$ cat config.mk
export PLATFORM = sky130hd
export DESIGN_NAME = wallace_tree_multiplier
export DESIGN_NICKNAME = d
export VERILOG_FILES = /design/src/rtl/wallace_tree_multiplier.sv
export SDC_FILE = /design/constraint.sdc
export NUM_CORES = 1
export LEC_CHECK = 0
export CORE_ASPECT_RATIO = 0.8
export CORE_MARGIN = 2
export CORE_UTILIZATION = 31
export CTS_CLUSTER_DIAMETER = 80
export CTS_CLUSTER_SIZE = 25
export DETAILED_ROUTE_END_ITERATION = 16
export GPL_TIMING_DRIVEN = 0
export PLACE_DENSITY_LB_ADDON = 0.25
export SYNTH_ARGS = -nofsm -noshare
export SYNTH_HDL_FRONTEND = slang
export SYNTH_SLANG_ARGS = --single-unit
$ cat constraint.sdc
create_clock -name clk -period 2 [get_ports clk]
set_input_delay 0.3 -clock clk [delete_from_list [all_inputs] [get_ports clk]]
set_output_delay 0.3 -clock clk [all_outputs]
set_load 0.005 [all_outputs]
$ cat src/rtl/wallace_tree_multiplier.sv
// Unsigned 4x4 Wallace-tree multiplier: two carry-save stages, ripple final adder, registered product.
// One-cycle latency, one operation per cycle, no backpressure; Product holds when in_valid is low.
module wallace_tree_multiplier (
   input  logic       clk,
   input  logic       rst_n,
   input  logic       in_valid,
   input  logic [3:0] A,
   input  logic [3:0] B,
   output logic [7:0] Product,
   output logic       out_valid
);

   // pp[i][j] = A[j] & B[i], weight 2^(i+j)
   logic [3:0] pp [4];
   always_comb begin
      for (int i = 0; i < 4; i++) begin
         pp[i] = A & {4{B[i]}};
      end
   end

   // Stage 1: a full adder on each 3-bit group in columns 2..4; pp[3][0] and columns 5/6 pass through
   logic s1_2, c1_3, s1_3, c1_4, s1_4, c1_5;
   wallace_fa u_fa1_2 (.a_i(pp[0][2]), .b_i(pp[1][1]), .ci_i(pp[2][0]), .sum_o(s1_2), .co_o(c1_3));
   wallace_fa u_fa1_3 (.a_i(pp[0][3]), .b_i(pp[1][2]), .ci_i(pp[2][1]), .sum_o(s1_3), .co_o(c1_4));
   wallace_fa u_fa1_4 (.a_i(pp[1][3]), .b_i(pp[2][2]), .ci_i(pp[3][1]), .sum_o(s1_4), .co_o(c1_5));

   // Stage 2: the half adder in column 4 makes room for the column-3 carry, so nothing spills past column 6
   logic s2_3, c2_4, s2_4, c2_5, s2_5, c2_6;
   wallace_fa u_fa2_3 (.a_i(s1_3),     .b_i(pp[3][0]), .ci_i(c1_3), .sum_o(s2_3), .co_o(c2_4));
   wallace_ha u_ha2_4 (.a_i(s1_4),     .b_i(c1_4),                  .sum_o(s2_4), .co_o(c2_5));
   wallace_fa u_fa2_5 (.a_i(pp[2][3]), .b_i(pp[3][2]), .ci_i(c1_5), .sum_o(s2_5), .co_o(c2_6));

   logic [6:0] row_a;
   logic [6:0] row_b;
   logic [6:0] sum;
   logic [7:0] carry;

   assign row_a    = {pp[3][3], s2_5, s2_4, s2_3, s1_2, pp[0][1], pp[0][0]};
   assign row_b    = {c2_6, c2_5, c2_4, 1'b0, 1'b0, pp[1][0], 1'b0};
   assign carry[0] = 1'b0;

   for (genvar k = 0; k < 7; k++) begin : g_cpa
      wallace_fa u_fa (
         .a_i   (row_a[k]),
         .b_i   (row_b[k]),
         .ci_i  (carry[k]),
         .sum_o (sum[k]),
         .co_o  (carry[k+1])
      );
   end

   logic [7:0] product_d;
   logic [7:0] product_q;
   logic       out_valid_q;

   assign product_d = {carry[7], sum};

   always_ff @(posedge clk or negedge rst_n) begin
      if (!rst_n) begin
         product_q   <= 8'h00;
         out_valid_q <= 1'b0;
      end else begin
         out_valid_q <= in_valid;
         if (in_valid) begin
            product_q <= product_d;
         end
      end
   end

   assign Product   = product_q;
   assign out_valid = out_valid_q;

endmodule

module wallace_fa (
   input  logic a_i,
   input  logic b_i,
   input  logic ci_i,
   output logic sum_o,
   output logic co_o
);
   assign sum_o = a_i ^ b_i ^ ci_i;
   assign co_o  = (a_i & b_i) | (ci_i & (a_i ^ b_i));
endmodule

module wallace_ha (
   input  logic a_i,
   input  logic b_i,
   output logic sum_o,
   output logic co_o
);
   assign sum_o = a_i ^ b_i;
   assign co_o  = a_i & b_i;
endmodule

==> results.md <==
* Clock transition at the registers of the reported paths at 60 ps
* Pleak at 0.000486 uW
* MaxCap Viol Count at 0
* Ys Warns at 0
* End of the worst register-to-register path: Product[3]
* Synth Instances at 54
* Worst R2R Setup Slack at 1240 ps
* DRC viols at 0
* TritonCTS buffer count at 3
* Syn avg cell area at 12.1 um2
* WHS at 334 ps
* Die Y at 45.1 um
* Die X at 55.4 um
* Failing checks: negative setup slack
* Area Growth Syn to Fin at 52.1%
* Worst slew margin at 0.716
* Placer Congestion at 0.738
* CP Data Required Time at 2140 ps
* Vias in the first global route at 504
* CTS max path bufs at 2
* Multi-input logic area at 438 um2
* Post-Route WL at 1200 um
* Final min period at 2810 ps
* Number of nets in the layout at 104
* Critical path type: in -> reg
* Startpoint Class: primary input
* Status: finished, violations left
* Via count at 471
* Hold path cells at 3
* Crit-path max FO at 4
* R2R depth at 1
* Initial core utilization at 0.337
* I/O pin cnt at 20
* Cell Area, Synth at 656 um2
* Beginning of the worst hold path: A[0]
* Pwr per Cell Area at 635 nW/um2
* Post-synthesis cell type count at 10
* Worst path arrival time at 2960 ps
* Antenna cells at 0
* Clk Latency, worst-skew pair at 250 ps
* Peak VDD IR at 0.000429 V
* Core ar. at 1940 um2
* Seq cells post-synth at 9
* First-pass GRT wire length at 2180 um
* CP Capture Type: register
* Routed len/inst at 11.6 um
* Clock Tree Root: clkbuf_4
* Input/output buffers at 19
* Largest net degree at the start of global routing at 10
* DP Wirelength at 961 um
* Congestion Overflow GR at 0
* Final antenna-violating net count at 0
* Drt pass-1 iters at 2
* Placed cell count at 97
* Sink Count at 9
* H-tree depth at 1
* Net Count, Synth at 77
* Worst-Margin Slew at 425 ps
* Non-filler instance count after layout at 104
* Part of the cycle the worst path needs at 1.41
* Avg Vias per Cell at 4.53
* Clock skew at 0 ps
* F_max at 356 MHz
* All-Layer GR Usage at 0.116
* Initial DRC count at 2
* Fraction of layout cells with a size suffix above 1 at 0.388
* Final setup violation count at 4
* Sequential fraction of the synthesis area at 0.344
* Row Count at 14
* Worst setup margin at -811 ps
* RSZ-0062 raised after global routing: true
* Hold Vio Cnt, Final at 0
* Worst Setup EP: Product[6]
* Worst r2r src: Product[3]
* Area occupied by registers at 225 um2
* TritonCTS clock tree: built
* Slew Limit Fails at 0
* Antenna violations before repair at 0
* Crit. Startpoint: B[1]
* Die area at 2500 um2
* Filler Cells Inserted at 184
* Worst min path class: in -> reg
## state kept, by name, indices dropped and copies added (netlist names)
register,flops
Product,8
out_valid,1
## layout make-up
class / instances / area share
multi-input combinational: 36 / 0.439
timing repair buffer: 22 / 0.237
sequential: 9 / 0.226
inverter: 8 / 0.0301
tap: 24 / 0.0301
clock buffer: 4 / 0.0263
buffer: 1 / 0.0113
## critical path, cell delays in order
cell     delay (ps)
buf_8            80
nand2_4          40
fa_1            480
fa_1            490
inv_1            40
ha_2            160
fa_2            330
fa_2            340
fa_2            410
mux2_4          260
## synth_stat cells
| cell type | n | area, um2 |
|---|---|---|
| and2_1 | 3 | 18.8 |
| buf_6 | 1 | 11.3 |
| dfrtp_1 | 9 | 225 |
| fa_1 | 8 | 160 |
| ha_1 | 4 | 50.1 |
| inv_1 | 8 | 30.0 |
| mux2_4 | 7 | 105 |
| nand2_1 | 12 | 45.0 |
| nand3_1 | 1 | 5.00 |
| o21ai_0 | 1 | 5.00 |
## per-stage QoR
stage	power (uW)	setup slack [ps]	instance area [um2]	utilization	TNS, ps
6_report	633	-811	997	0.513	-2140
5_1_grt	685	-862	997	0.513	-2330
4_1_cts	640	-858	955	0.491	-2310
3_5_place_dp	489	-1760	907	0.467	-6800
3_3_place_gp	489	-1760	907	0.467	-6780
2_1_floorplan	363	-1030	687	-	-2930
## placed cells by master (no fill, tap or decap), drive strengths merged
| cell | instances |
|---|---|
| o21ai | 1 |
| dfrtp | 9 |
| dlygate4sd2 | 1 |
| clkdlybuf4s50 | 11 |
| inv | 8 |
| nand2 | 12 |
| and2 | 3 |
| ha | 4 |
| nand3 | 1 |
| mux2 | 7 |
| fa | 8 |
| clkbuf | 4 |
| buf | 11 |
## power by group
part           leakage, uW  switching (uW)  internal (uW)
combinational     0.000360            86.6            169
clock            0.0000150            62.6           76.8
sequential        0.000111            19.2            219
total             0.000486             168            465
## cell families after synthesis
kind of cell    share of synthesized area
fa+ha+maj                           0.321
compound gates                    0.00763
buf+inv                            0.0630
mux                                 0.160
flops                               0.344
simple gates                        0.105
## per-layer routing
| layer | global-route usage | routed length [um] |
|---|---|---|
| met4 | 0 | 0 |
| met3 | 0.0659 | 66 |
| met5 | 0 | 0 |
| met2 | 0.207 | 632 |
| met1 | 0.132 | 505 |
## timing repair
action / CTS / global route
endpoints found under the setup margin: 6 / 4
gates cloned: 0 / 0
buffers inserted: 1 / 2
hold buffers: 0 / 0
pin swaps: 7 / 3
gates resized for setup: 46 / 7
## worst min-delay path by stage
stage            endpoint  slack [ps]
2_1_floorplan  Product[0]           4
3_3_place_gp   Product[7]         500
3_5_place_dp   Product[7]         500
4_1_cts        Product[0]         310
5_1_grt        Product[0]         340
6_report       Product[0]         330
Power figures use the tool's default switching activity.
